## config.mk

```make
export PLATFORM = sky130hd
export DESIGN_NAME = mem_access_unit
export DESIGN_NICKNAME = d
export VERILOG_FILES = /design/src/rtl/mem_access_unit_pkg.sv /design/src/rtl/load_extend.sv /design/src/rtl/mem_access_unit.sv
export SDC_FILE = /design/constraint.sdc
export NUM_CORES = 1
export LEC_CHECK = 0
export CELL_PAD_IN_SITES_DETAIL_PLACEMENT = 0
export CELL_PAD_IN_SITES_GLOBAL_PLACEMENT = 1
export CORE_ASPECT_RATIO = 1.75
export CORE_MARGIN = 2
export CORE_UTILIZATION = 36
export DETAILED_ROUTE_END_ITERATION = 10
export GPL_ROUTABILITY_DRIVEN = 0
export HOLD_SLACK_MARGIN = 0.15
export PLACE_DENSITY = 0.82
export SLEW_MARGIN = 20
export SYNTH_ARGS = -nofsm -noshare
export SYNTH_HDL_FRONTEND = slang
export SYNTH_HIERARCHICAL = 1
export SYNTH_SLANG_ARGS = --single-unit
```

## constraint.sdc

```tcl
create_clock -name clk -period 3.1 [get_ports clk]
set_input_delay 0.775 -clock clk [delete_from_list [all_inputs] [get_ports clk]]
set_output_delay 0.775 -clock clk [all_outputs]
set_load 0.02 [all_outputs]
```

## src/rtl/mem_access_unit_pkg.sv

```systemverilog
`default_nettype none
// ============================================================================
// Module      : mem_access_unit_pkg
// Description : Shared encodings for the MEM-stage access unit: SRAM write
//               size codes (matching the legacy defines.v values), FSM state
//               codes and an alignment helper.
// Revision    : 1.0 - initial release
// ============================================================================
package mem_access_unit_pkg;

   // SRAM write-size encodings, identical to the legacy WRITE_* defines
   localparam logic [1:0] WRITE_IDLE = 2'd0;
   localparam logic [1:0] WRITE_BYTE = 2'd1;
   localparam logic [1:0] WRITE_HALF = 2'd2;
   localparam logic [1:0] WRITE_WORD = 2'd3;

   // Access-unit FSM state encodings
   localparam logic [1:0] MAU_IDLE   = 2'd0;
   localparam logic [1:0] MAU_ACCESS = 2'd1;
   localparam logic [1:0] MAU_RESP   = 2'd2;

   // True when a half/word access does not sit on its natural boundary
   function automatic logic is_misaligned(input logic [1:0] size, input logic [1:0] addr_lo);
      is_misaligned = ((size == WRITE_HALF) && addr_lo[0]) ||
                      ((size == WRITE_WORD) && (addr_lo != 2'b00));
   endfunction

endpackage
`default_nettype wire

```

## src/rtl/load_extend.sv

```systemverilog
`default_nettype none
// ============================================================================
// Module      : load_extend
// Description : Combinational size/sign extension of little-endian load data.
//               Size 0 (or any non-load) yields zero. Shared with writeback.
// Revision    : 1.0 - initial release
// ============================================================================
module load_extend
   import mem_access_unit_pkg::*;
(
   input  logic [1:0]  size_i,
   input  logic        unsigned_i,
   input  logic [31:0] data_i,
   output logic [31:0] data_o
);

   // Select the significant low bytes and fill the upper bits
   always_comb begin
      data_o = 32'd0;
      case (size_i)
         WRITE_BYTE: data_o = unsigned_i ? {24'd0, data_i[7:0]}
                                         : {{24{data_i[7]}}, data_i[7:0]};
         WRITE_HALF: data_o = unsigned_i ? {16'd0, data_i[15:0]}
                                         : {{16{data_i[15]}}, data_i[15:0]};
         WRITE_WORD: data_o = data_i;
         default:    data_o = 32'd0;
      endcase
   end

endmodule
`default_nettype wire

```

## src/rtl/mem_access_unit.sv

```systemverilog
`default_nettype none
// ============================================================================
// Module      : mem_access_unit
// Description : MEM-stage initiator for a byte-addressed SRAM. Accepts one
//               load/store at a time, holds the SRAM request for
//               1+WAIT_CYCLES cycles, samples read data and returns the
//               extended result on a valid/ready response channel.
//               Optional macro MEM_MISALIGN_CHECK_EN suppresses misaligned
//               half/word accesses and flags them with rsp_err.
// Revision    : 1.0 - initial release
// ============================================================================
module mem_access_unit
   import mem_access_unit_pkg::*;
#(
   parameter int WAIT_CYCLES = 0,
   parameter int ADDR_W      = 32
) (
   input  logic              clk,
   input  logic              rst_n,
   input  logic              req_valid,
   output logic              req_ready,
   input  logic              req_we,
   input  logic [1:0]        req_size,
   input  logic              req_unsigned,
   input  logic [ADDR_W-1:0] req_addr,
   input  logic [31:0]       req_wdata,
   output logic              rsp_valid,
   input  logic              rsp_ready,
   output logic [31:0]       rsp_rdata,
   output logic              rsp_err,
   output logic              MemREAD,
   output logic [1:0]        MemWrite,
   output logic [ADDR_W-1:0] address,
   output logic [31:0]       write_data,
   input  logic [31:0]       read_data
);

   localparam logic [3:0] CNT_INIT = 4'(WAIT_CYCLES);

   logic [1:0]        state_q, state_d;
   logic              we_q, we_d;
   logic [1:0]        size_q, size_d;
   logic              uns_q, uns_d;
   logic              mis_q, mis_d;
   logic [3:0]        cnt_q, cnt_d;
   logic              rsp_valid_q, rsp_valid_d;
   logic [31:0]       rsp_rdata_q, rsp_rdata_d;
   logic              rsp_err_q, rsp_err_d;
   logic              mem_read_q, mem_read_d;
   logic [1:0]        mem_write_q, mem_write_d;
   logic [ADDR_W-1:0] address_q, address_d;
   logic [31:0]       write_data_q, write_data_d;

   logic              misalign;
   logic [1:0]        ext_size;
   logic [31:0]       ext_data;

`ifdef MEM_MISALIGN_CHECK_EN
   assign misalign = is_misaligned(req_size, req_addr[1:0]);
`else
   // Byte-addressed SRAM handles any alignment, so nothing is suppressed
   assign misalign = 1'b0;
`endif

   // Stores, size-0 and suppressed accesses all return zero data
   assign ext_size = (we_q || mis_q) ? WRITE_IDLE : size_q;

   load_extend u_load_extend (
      .size_i     (ext_size),
      .unsigned_i (uns_q),
      .data_i     (read_data),
      .data_o     (ext_data)
   );

   assign req_ready  = (state_q == MAU_IDLE);
   assign rsp_valid  = rsp_valid_q;
   assign rsp_rdata  = rsp_rdata_q;
   assign rsp_err    = rsp_err_q;
   assign MemREAD    = mem_read_q;
   assign MemWrite   = mem_write_q;
   assign address    = address_q;
   assign write_data = write_data_q;

   // Next-state logic: accept, hold the SRAM request, then respond
   always_comb begin
      state_d      = state_q;
      we_d         = we_q;
      size_d       = size_q;
      uns_d        = uns_q;
      mis_d        = mis_q;
      cnt_d        = cnt_q;
      rsp_valid_d  = rsp_valid_q;
      rsp_rdata_d  = rsp_rdata_q;
      rsp_err_d    = rsp_err_q;
      mem_read_d   = mem_read_q;
      mem_write_d  = mem_write_q;
      address_d    = address_q;
      write_data_d = write_data_q;
      case (state_q)
         MAU_IDLE: begin
            mem_read_d  = 1'b0;
            mem_write_d = WRITE_IDLE;
            if (req_valid) begin
               we_d         = req_we;
               size_d       = req_size;
               uns_d        = req_unsigned;
               mis_d        = misalign;
               address_d    = req_addr;
               write_data_d = req_wdata;
               mem_read_d   = !req_we && (req_size != WRITE_IDLE) && !misalign;
               mem_write_d  = (req_we && !misalign) ? req_size : WRITE_IDLE;
               cnt_d        = CNT_INIT;
               state_d      = MAU_ACCESS;
            end
         end
         MAU_ACCESS: begin
            if (cnt_q == 4'd0) begin
               rsp_rdata_d = ext_data;
               rsp_err_d   = mis_q;
               rsp_valid_d = 1'b1;
               mem_read_d  = 1'b0;
               mem_write_d = WRITE_IDLE;
               state_d     = MAU_RESP;
            end else begin
               cnt_d = cnt_q - 4'd1;
            end
         end
         MAU_RESP: begin
            if (rsp_ready) begin
               rsp_valid_d = 1'b0;
               state_d     = MAU_IDLE;
            end
         end
         default: begin
            rsp_valid_d = 1'b0;
            mem_read_d  = 1'b0;
            mem_write_d = WRITE_IDLE;
            state_d     = MAU_IDLE;
         end
      endcase
   end

   // State registers; reset drops any in-flight access immediately
   always_ff @(posedge clk or negedge rst_n) begin
      if (!rst_n) begin
         state_q      <= MAU_IDLE;
         we_q         <= 1'b0;
         size_q       <= WRITE_IDLE;
         uns_q        <= 1'b0;
         mis_q        <= 1'b0;
         cnt_q        <= 4'd0;
         rsp_valid_q  <= 1'b0;
         rsp_rdata_q  <= 32'd0;
         rsp_err_q    <= 1'b0;
         mem_read_q   <= 1'b0;
         mem_write_q  <= WRITE_IDLE;
         address_q    <= '0;
         write_data_q <= 32'd0;
      end else begin
         state_q      <= state_d;
         we_q         <= we_d;
         size_q       <= size_d;
         uns_q        <= uns_d;
         mis_q        <= mis_d;
         cnt_q        <= cnt_d;
         rsp_valid_q  <= rsp_valid_d;
         rsp_rdata_q  <= rsp_rdata_d;
         rsp_err_q    <= rsp_err_d;
         mem_read_q   <= mem_read_d;
         mem_write_q  <= mem_write_d;
         address_q    <= address_d;
         write_data_q <= write_data_d;
      end
   end

endmodule
`default_nettype wire

```

Word-level counts from Yosys, hierarchy flattened
Index checks and enable logic that the tools add are counted.

Word-level logic and storage cells: 56. Input port bits: 104. Register bits after elaboration: 110.

$add $sub $neg: 1. Reductions and logical operators: 12. Bitwise operators: 2. Muxes and demuxes: 21. Equality and inequality tests: 9.

Operators by type and width (number): 32-bit case mux with 3 select lines (1); 32-bit two-way mux (2); 2-bit two-way mux (7); 2-bit case mux with 3 select lines (2); 3-bit AND reduction (3); 4-bit two-way mux (2); 2-bit != test (second input constant) (4); 4-bit case mux with 2 select lines (1); 2-bit equality test (second input constant) (3); 1-bit case mux with 3 select lines (2); 2-bit AND reduction (3); 2-bit by 1-bit equality test with 1-bit output (second input constant) (2); 4-bit logical NOT (1); 1-bit two-way mux (4); 2-bit nonzero test (2); 4-bit by 1-bit subtractor with 4-bit output (second input constant) (1); 2-bit logical NOT (1); 1-bit NOT (2); 1-bit logical AND (1); 1-bit logical NOT (1).

Logic depth before layout (Yosys ltp)
Gate-level depths: netlist (run 1).

Depth after elaboration: 4. Mapped depth: 7. Mapped depth without buffers: 5.

Modules after synthesis
The synthesis (run 1) kept the hierarchy.

By module, submodules not included: mem_access_unit (instances 1, area each 4506.8 µm², cells each 265, seq. area each 2752.6 µm²); load_extend (instances 1, area each 382.9 µm², cells each 44, seq. area each 0.0 µm²).

Least setup slack after synthesis (run 1)
No wires, ideal clock.

Path kind: input -> register. Start point: input req_valid. End point: register address_q[0] (netlist: address[0]). Arrival time: 1.727 ns. Stages on the path: 4. Buffers on the path: 2. Setup slack: 1.248 ns. Setup time: 0.125 ns. Required time: 2.975 ns. Cell sequence: or3b_1 > buf_2 > buf_6 > mux2_4.

Word-level cells in the longest chain between the ends: 1.

RTL lines: start: declaration (line mem_access_unit.sv:20) `input logic req_valid,`; 2-bit AND reduction (no source line); end signal: assignment (line mem_access_unit.sv:171) `address_q <= address_d;`; end: declaration (line mem_access_unit.sv:51) `logic [ADDR_W-1:0] address_q, address_d;`.

No other way between the ends. A chain may end at the register's enable or synchronous reset.

Worst setup path after layout (run 1)
Start point: register state_q[1]. End point: output req_ready.

Word-level cells in the longest chain between the ends: 1.

RTL lines: start: declaration (line mem_access_unit.sv:40) `logic [1:0] state_q, state_d;`; start signal: assignment (line mem_access_unit.sv:160) `state_q <= state_d;`; 2-bit logical NOT (line mem_access_unit.sv:75) `assign req_ready = (state_q == MAU_IDLE);`; end: declaration (line mem_access_unit.sv:21) `output logic req_ready,`.

No other way between the ends.

==> results.sh, run 1 <==
export IMPL_grt_pass1_wl_mm=17.95
export IMPL_cts_buffer_depth=2
export IMPL_cp_slowest_cell="clkdlybuf4s50_1"
export IMPL_critPathArrivalTime_ns=1.58
export IMPL_nets=615
export IMPL_num_io_pins=206
export IMPL_synth_area_per_cell_um2=15.82
export IMPL_wl_met3_um=602
export IMPL_clk_transition_reported_paths_ns=0.07
export IMPL_core_area_um2=13310
export IMPL_run_status="complete, no violations"
export IMPL_peakVddDrop_v=0.0005401
export IMPL_diodes=0
export IMPL_drc=0
export IMPL_fin_setup_tns_ns=0
export IMPL_worstMarginPinSlew_ns=0.9382
export IMPL_drt_first_iter_violations=95
export IMPL_critPathLaunchType="register"
export IMPL_via_per_inst=4.629
export IMPL_synthesis_area_um2=4890
export IMPL_grt_pass1_vias=3453
export IMPL_fillers=1130
export IMPL_post_cts_buffers=0
export IMPL_synth_ff_latch_count=110
export IMPL_syn_to_final_growth_pct=49.13
export IMPL_fin_crit_sh_pct=75.99
export IMPL_period_minus_slack_ns=2.356
export IMPL_critical_path_class="reg2out"
export IMPL_drive_gt1_share_pct=24.76
export IMPL_powerDensity_nw_per_um2=1049
export IMPL_ant_nets=0
export IMPL_r2r_slack_ns=0.83
export IMPL_cts_resized=0
export IMPL_cts_root_buf="clkbuf_16"
export IMPL_cts_tree="built"
export IMPL_cts_num_sinks=110
export IMPL_io_buffers=204
export IMPL_syn_num_nets=415
export IMPL_rsz0062_at_grt="false"
export IMPL_insertion_delay_ns=0.34
export IMPL_yosys_most_used_dff="dfrtp_1"
export IMPL_num_rows=56
export IMPL_route_met2_wl_mm=6.223
export IMPL_yosys_warnings=6
export IMPL_p_leak_nw=3.461
export IMPL_start_util_pct=36.73
export IMPL_antenna_found_initial=0
export IMPL_max_freq_mhz=424.5
export IMPL_end_kind="output pin"
export IMPL_dpl_worst_slack_ns=0.5443
export IMPL_hp_class="in2async"
export IMPL_synth_seq_area_share_pct=56.29
export IMPL_crit_required_ns=2.32
export IMPL_setup_viol=0
export IMPL_max_cap_violations=0
export IMPL_crit_chain="nor2_1, clkdlybuf4s50_1"
export IMPL_dieWidth_um=92.10
export IMPL_drt_total_wl_mm=11.57
export IMPL_hold_viol=0
export IMPL_slew_headroom_pct=37.32
export IMPL_die_h_um=158.2
export IMPL_synthCells=309
export IMPL_die_area_um2=14570
export IMPL_htree_levels=3
export IMPL_vias=3180
export IMPL_fin_skew_ns=0.01169
export IMPL_cts_buffers=9
export IMPL_setup_slack_ns=0.7443
export IMPL_dp_hpwl_mm=8.452
export IMPL_wl_per_cell_um=16.84
export IMPL_crit_path_max_incr_delay_ns=0.62
export IMPL_ys_async_sr_fraction_pct=100.0
export IMPL_hold_ws_ns=0.4433
export IMPL_synth_edff_count=0
export IMPL_gr_total_overflow=0
export IMPL_cts_hold_buf=0
export IMPL_utilization_pct=54.77
export IMPL_met1Wirelength_mm=4.455
export IMPL_cp_max_fo=8
export IMPL_synthDistinctLibCells=34
export IMPL_grt_use_total_pct=15.84
export IMPL_first_pass_iters=4
export IMPL_maxSlewViolCount=0
export IMPL_top_layer_used="met4"
export IMPL_grt_max_degree=111
[final cells by class]
cell class	count	area, um^2	area share [%]
repair buffers	209	2102	28.83
flip-flops and latches	110	2753	37.75
multi-input cells	176	1938	26.58
clock buffers	9	225.2	3.089
well taps	174	217.7	2.986
inverters	3	11.26	0.1544
clock inverters	6	45.04	0.6177
[routing by layer]
metal | GRT usage [%] | vias up
met1 | 17.48 | 1549
met4 | 6.965 | 0
met3 | 3.094 | 18
li1 | - | 1491
met5 | 0 | -
met2 | 29.27 | 122
[critical path, delay by kind of cell (launching register included)]
| family | cells | cell delay [ns] |
|---|---|---|
| AND/OR/NAND/NOR | 1 | 0.16 |
| buffers and inverters | 1 | 0.62 |
| flip-flops | 1 | 0.46 |
[stage by stage]
step / cell area (um^2) / power, mW / instances
detailed placement: 7022 / 6.645 / 672
floorplan: 4890 / 4.999 / 309
CTS: 7292 / 7.754 / 687
finish: 7292 / 7.647 / 687
global placement: 7022 / 6.565 / 672
global route: 7292 / 8.065 / 687
[where the power goes]
group	switching [mW]	total, mW	internal (mW)
clock network	0.515	1.06	0.547
logic	1.78	4.08	2.31
registers	0.410	2.50	2.09
total	2.70	7.65	4.94
[registers in the layout (all words and copies together) (netlist names), 2 cells and up]
register / cells
size_q: 2
rsp_rdata: 32
MemWrite: 2
state_q: 2
address: 32
cnt_q: 4
write_data: 32
[final timing paths]
check,depth (start not counted),to,startpoint
max,2,req_ready,state_q[1]
min,2,rsp_rdata[20],rst_n
max reg2reg,5,rsp_rdata[17],we_q
min reg2reg,1,rsp_rdata[29],rsp_rdata[29]
max in group asynchronous,2,rsp_rdata[28],rst_n
min in group clk,1,rsp_rdata[29],rsp_rdata[29]
[cell usage in the layout (no fill, tap or decap), types with 2 or more instances in the layout]
cell,n
nor2b_1,10
a21oi_1,3
a32o_1,2
nand2_1,3
clkbuf_16,9
nor2_1,5
ha_1,2
inv_6,2
inv_1,3
mux2_1,3
a21o_1,9
clkdlybuf4s50_1,203
buf_12,2
a211o_2,4
nand2b_1,2
and2_1,2
nor3_1,2
nand3_1,3
buf_4,4
mux2_4,67
o21ai_0,7
a211o_1,12
dfrtp_1,110
clkinv_2,2
clkinv_4,2
mux2_2,30
[kinds of logic (layout without fill, tap and decap cells)]
kind of cell    after synthesis  after routing  synth area share, %
flops                       110            110                56.29
simple gates                 34             34                4.555
other cells                   1              1              0.07669
mux                         101            101                28.38
buf+inv                      23            227                4.248
fa+ha+maj                     2              2               0.5117
compound gates               38             38                5.936
[synthesized netlist by cell type (3+ instances only)]
master / number / area (um^2)
buf_2: 4 / 20.02
buf_4: 4 / 30.03
a211o_2: 4 / 40.04
nor2_1: 5 / 18.77
mux2_4: 67 / 1006
buf_6: 9 / 101.4
mux2_2: 30 / 337.8
o21ai_0: 7 / 35.03
nor2b_1: 10 / 62.56
a21oi_1: 3 / 15.01
inv_1: 3 / 11.26
a211o_1: 12 / 105.1
mux2_1: 3 / 33.78
nand2_1: 3 / 11.26
nand3_1: 3 / 15.01
dfrtp_1: 110 / 2753
a21o_1: 9 / 67.56
(Power assumes the default switching activity.)
==> inputs of run 2 (changes only) <==
--- a/config.mk
+++ b/config.mk
@@ -9,11 +9,11 @@
 export CELL_PAD_IN_SITES_GLOBAL_PLACEMENT = 1
 export CORE_ASPECT_RATIO = 1.75
 export CORE_MARGIN = 2
-export CORE_UTILIZATION = 36
+export CORE_UTILIZATION = 31
 export DETAILED_ROUTE_END_ITERATION = 10
 export GPL_ROUTABILITY_DRIVEN = 0
 export HOLD_SLACK_MARGIN = 0.15
-export PLACE_DENSITY = 0.82
+export PLACE_DENSITY = 0.75
 export SLEW_MARGIN = 20
 export SYNTH_ARGS = -nofsm -noshare
 export SYNTH_HDL_FRONTEND = slang
==> constraint.sdc (replaced) <==
create_clock -name clk -period 2 [get_ports clk]
set_input_delay 0.5 -clock clk [delete_from_list [all_inputs] [get_ports clk]]
set_output_delay 0.5 -clock clk [all_outputs]
set_load 0.02 [all_outputs]
==> run 2 against run 1 <==
Global-route usage decreased by 1.0 points. Hold slack improved by 0.050 ns. Total power up 60%. Flip-flop and latch count stayed put. First-iteration DRC count decreased by 3.2%. Critical path type unchanged. Highest routed layer unchanged.
==> results.sh, run 2 (same netlist as run 1, synthesis figures left out) <==
export IMPL_setup_slack_ns=0.1448
export IMPL_cts_root_buf="clkbuf_16"
export IMPL_reg2reg_from="we_q"
export IMPL_dp_hpwl_mm=9.462
export IMPL_worstHoldPathCells=1
export IMPL_fin_skew_ns=0.009763
export IMPL_reg2reg_to="rsp_rdata[30]"
export IMPL_hold_ws_ns=0.4935
export IMPL_cp_slowest_cell="clkdlybuf4s50_1"
export IMPL_cts_buffers=9
export IMPL_crit_path_max_incr_delay_ns=0.63
export IMPL_powerDensity_nw_per_um2=1635
export IMPL_num_rows=60
export IMPL_cp_max_fo=2
export IMPL_syn_to_final_growth_pct=52.74
export IMPL_final_cell_mix="clkdlybuf4s50_1 (202), dfrtp_1 (110), mux2_4 (67)"
export IMPL_vias=3257
export IMPL_dp_cells=693
export IMPL_hold_viol=0
export IMPL_grt_use_total_pct=14.82
export IMPL_core_area_um2=15390
export IMPL_whs_endpoint="MemREAD"
export IMPL_period_minus_slack_ns=1.855
export IMPL_critPathBufInv=1
export IMPL_run_status="complete, no violations"
export IMPL_clk_transition_reported_paths_ns=0.07
export IMPL_critPathLaunchType="register"
export IMPL_drt_total_wl_mm=12.29
export IMPL_io_buffers=204
export IMPL_hp_class="reg2reg"
export IMPL_num_io_pins=206
export IMPL_fin_crit_sh_pct=92.76
export IMPL_worstMarginPinSlew_ns=0.6420
export IMPL_max_cap_violations=0
export IMPL_post_cts_buffers=0
export IMPL_cts_num_sinks=110
export IMPL_antenna_found_initial=0
export IMPL_max_freq_mhz=539.0
export IMPL_setup_viol=0
export IMPL_r2r_slack_ns=0.19
export IMPL_drive_gt1_share_pct=25.95
export IMPL_end_kind="output pin"
export IMPL_r2r_cells=6
export IMPL_cts_tree="built"
export IMPL_nets=625
export IMPL_drt_first_iter_violations=92
export IMPL_grt_pass1_vias=3614
export IMPL_dpl_worst_slack_ns=-0.1458
export IMPL_hold_path_startpoint="MemREAD"
export IMPL_insertion_delay_ns=0.34
export IMPL_wl_per_cell_um=17.31
export IMPL_layout_commonest_cell="clkdlybuf4s50_1"
export IMPL_ant_nets=0
export IMPL_grt_max_degree=38
export IMPL_gr_total_overflow=0
export IMPL_slew_headroom_pct=57.20
export IMPL_drc=0
export IMPL_start_util_pct=31.77
export IMPL_htree_levels=3
export IMPL_rsz0062_at_grt="false"
export IMPL_critPathArrivalTime_ns=1.36
export IMPL_final_cells=710
export IMPL_die_area_um2=16830
export IMPL_grt_pass1_wl_mm=19.55
export IMPL_cts_buffer_depth=2
export IMPL_first_pass_iters=4
export IMPL_maxSlewViolCount=0
export IMPL_path_delay_family="buffers and inverters"
export IMPL_diodes=0
export IMPL_critical_path_class="reg2out"
export IMPL_die_h_um=170.1
export IMPL_peakVddDrop_v=0.0007028
export IMPL_power_mw=12.21
export IMPL_fin_setup_tns_ns=0
export IMPL_fillers=1388
export IMPL_via_per_inst=4.587
export IMPL_crit_chain="clkdlybuf4s50_1"
export IMPL_dieWidth_um=98.94
export IMPL_crit_required_ns=1.50
export IMPL_p_leak_nw=3.539
## run 2: cell count changes in the layout (fill, tap and decap cells not counted), sizes merged
cell,delta
dlygate4sd3,+1
clkbuf,+1
inv,+1
clkinv,-2
buf,+9
clkdlybuf4s50,-1
bufinv,+1
dlygate4sd2,+1
## run 2: stage by stage
step                utilization (%)  instance area, um^2
detailed placement            46.49                 7154
finish                        48.53                 7468
global route                  48.53                 7468
global placement              46.49                 7154
CTS                           48.53                 7468
floorplan                         -                 4890
## run 2: what timing repair did
item | in CTS | in global routing
gates resized for setup | 1 | 0
setup endpoints to repair | 1 | 0
endpoints found under the hold margin | 18 | 0
hold buffers | 1 | 0
## run 2: routing by layer
metal	share of wire (%)	GRT usage [%]	wire length, um
met1	38	16.73	4612
met2	55	27.35	6805
met3	5.7	3.491	697
met4	1.4	4.407	176
met5	0	0	0
## run 2: area by class of cell
class	count	area, um^2	share of cell area, %
inverters	3	11.26	0.1508
clock inverters	6	76.32	1.022
clock buffers	10	229.0	3.066
multi-input cells	176	1938	25.95
repair buffers	219	2228	29.84
well taps	186	232.7	3.116
flip-flops and latches	110	2753	36.86
## run 2: how the worst max path moves through the flow
stage | to | slack, ns | from | depth (start not counted)
after CTS | write_data[20] | 0.12 | write_data[20] | 1
after detailed placement | address[2] | -0.15 | req_valid | 4
after global placement | address[0] | -0.13 | req_valid | 4
after floorplan | rsp_rdata[26] | 0.34 | cnt_q[0] | 6
after global routing | rsp_rdata[27] | 0.07 | cnt_q[0] | 6
final | write_data[20] | 0.14 | write_data[20] | 1
## run 2: report_power, final
group	leakage [nW]	switching, mW	total [mW]	internal [mW]
combinational	2.04	2.82	6.50	3.68
sequential	1.35	0.642	3.88	3.24
clock	0.150	0.831	1.83	0.996
==> inputs of run 3 (changes only) <==
--- a/config.mk
+++ b/config.mk
@@ -13,6 +13,7 @@
 export DETAILED_ROUTE_END_ITERATION = 10
 export GPL_ROUTABILITY_DRIVEN = 0
 export HOLD_SLACK_MARGIN = 0.15
+export MAX_ROUTING_LAYER = met4
 export PLACE_DENSITY = 0.75
 export SLEW_MARGIN = 20
 export SYNTH_ARGS = -nofsm -noshare
==> run 3 against run 2 <==
Clock power about the same. Via count is 0.43% higher. Core utilization unchanged. Global-route usage increased by 0.43 points. Critical endpoint unchanged. Highest routed layer unchanged.
==> results.sh, run 3 (same netlist as run 1, synthesis figures left out) <==
export IMPL_run_status="complete, no violations"
export IMPL_critical_path_class="reg2out"
export IMPL_powerDensity_nw_per_um2=1636
export IMPL_cp_max_fo=2
export IMPL_start_util_pct=31.77
export IMPL_dp_cells=693
export IMPL_vias=3271
export IMPL_fin_crit_sh_pct=92.80
export IMPL_max_freq_mhz=538.8
export IMPL_cts_num_sinks=110
export IMPL_setup_viol=0
export IMPL_core_area_um2=15390
export IMPL_whs_endpoint="MemREAD"
export IMPL_num_io_pins=206
export IMPL_combinationalPowerShare_pct=53.2
export IMPL_fin_skew_ns=0.01032
export IMPL_path_delay_family="buffers and inverters"
export IMPL_worstHoldPathCells=1
export IMPL_drc=0
export IMPL_first_pass_iters=4
export IMPL_post_cts_buffers=0
export IMPL_wl_per_cell_um=17.35
export IMPL_diodes=0
export IMPL_r2r_cells=6
export IMPL_cp_depth=1
export IMPL_reg2reg_to="rsp_rdata[30]"
export IMPL_drt_first_iter_violations=102
export IMPL_layout_commonest_cell="clkdlybuf4s50_1"
export IMPL_insertion_delay_ns=0.35
export IMPL_setup_slack_ns=0.1440
export IMPL_critPathArrivalTime_ns=1.36
export IMPL_htree_levels=3
export IMPL_cts_root_buf="clkbuf_16"
export IMPL_via_per_inst=4.607
export IMPL_maxSlewViolCount=0
export IMPL_gr_total_overflow=0
export IMPL_multiInputGateArea_um2=1938
export IMPL_dpl_worst_slack_ns=-0.1458
export IMPL_hold_viol=0
export IMPL_crit_required_ns=1.50
export IMPL_grt_pass1_vias=3628
export IMPL_hp_class="reg2reg"
export IMPL_crit_chain="clkdlybuf4s50_1"
export IMPL_p_clk_share_pct=15.0
export IMPL_finalInstanceArea_um2=7468
export IMPL_peakVddDrop_v=0.0007027
export IMPL_final_cells=710
export IMPL_num_rows=60
export IMPL_grt_use_total_pct=15.25
export IMPL_cts_buffer_depth=2
export IMPL_max_cap_violations=0
export IMPL_worstMarginPinSlew_ns=0.6397
export IMPL_hold_path_startpoint="MemREAD"
export IMPL_slew_headroom_pct=57.36
export IMPL_period_minus_slack_ns=1.856
export IMPL_seq_power_share_pct=31.8
export IMPL_io_buffers=204
export IMPL_rsz0062_at_grt="false"
export IMPL_hold_ws_ns=0.4934
export IMPL_antenna_found_initial=0
export IMPL_cts_tree="built"
export IMPL_clk_transition_reported_paths_ns=0.07
export IMPL_drt_total_wl_mm=12.32
export IMPL_reg2reg_from="we_q"
export IMPL_critPathLaunchType="register"
export IMPL_die_h_um=170.1
export IMPL_nets=625
export IMPL_drive_gt1_share_pct=25.95
export IMPL_regArea_um2=2753
export IMPL_fillers=1388
export IMPL_grt_max_degree=38
export IMPL_cp_slowest_cell="clkdlybuf4s50_1"
export IMPL_end_kind="output pin"
export IMPL_p_leak_nw=3.539
export IMPL_die_area_um2=16830
export IMPL_dp_hpwl_mm=9.462
export IMPL_crit_start="write_data[20]"
export IMPL_dpl_cell_area_um2=7154
export IMPL_ant_nets=0
export IMPL_utilization_pct=48.53
export IMPL_grt_pass1_wl_mm=19.51
export IMPL_internal_power_mw=7.919
export IMPL_critPathBufInv=1
export IMPL_swShare_pct=35.18
export IMPL_cts_buffers=9
export IMPL_final_cell_mix="clkdlybuf4s50_1 (202), dfrtp_1 (110), mux2_4 (67)"
export IMPL_dieWidth_um=98.94
export IMPL_r2r_slack_ns=0.19
export IMPL_syn_to_final_growth_pct=52.74
export IMPL_switching_power_mw=4.298
export IMPL_crit_path_max_incr_delay_ns=0.63
## run 3: repair_timing
action | CTS | global route
resized for setup | 1 | 0
endpoints found under the hold margin | 18 | 0
setup endpoints to repair | 1 | 0
hold buffers | 1 | 0
## run 3: cell type report
class                      instances  share of cell area (%)
sequential                       110                   36.86
timing repair buffer             219                   29.84
multi-input combinational        176                   25.95
tap                              186                   3.116
clock buffer                      10                   3.066
clock inverter                     6                   1.022
inverter                           3                  0.1508
## run 3: worst max path at each step
stage | to | slack (ns)
final | write_data[20] | 0.14
after CTS | write_data[20] | 0.12
after detailed placement | address[2] | -0.15
after global placement | address[0] | -0.13
after floorplan | rsp_rdata[26] | 0.34
after global routing | rsp_rdata[27] | 0.06
## run 3: power by group through the flow
| stage | sequential, mW | combinational, mW | clock (mW) |
|---|---|---|---|
| final | 3.88 | 6.50 | 1.83 |
| after global routing | 4.02 | 6.90 | 1.98 |
| after CTS | 3.89 | 6.60 | 1.91 |
| after detailed placement | 3.88 | 6.62 | 0 |
| after global placement | 3.88 | 6.47 | 0 |
| after floorplan | 4.92 | 2.82 | 0 |
## run 3: metrics by stage
stage / power, mW / setup TNS (ns)
floorplan: 7.748 / 0
global placement: 10.35 / -7.454
detailed placement: 10.50 / -8.026
CTS: 12.41 / 0
global route: 12.90 / 0
finish: 12.22 / 0
## run 3: worst reg2reg max path, stage by stage (launching register included)
cell and delay [ns]:
dfrtp_1 0.40, nor2b_1 0.25, buf_4 0.24, nor4bb_4 0.07, buf_12 0.16, a211o_2 0.31, mux2_2 0.27
## run 3: metal layers
layer / share of wire [%] / GRT usage, % / wire length (um)
met5: 0 / - / 0
met4: 1.4 / 4.407 / 175
met3: 4.6 / 2.546 / 571
met2: 55 / 27.17 / 6789
met1: 39 / 17.49 / 4783
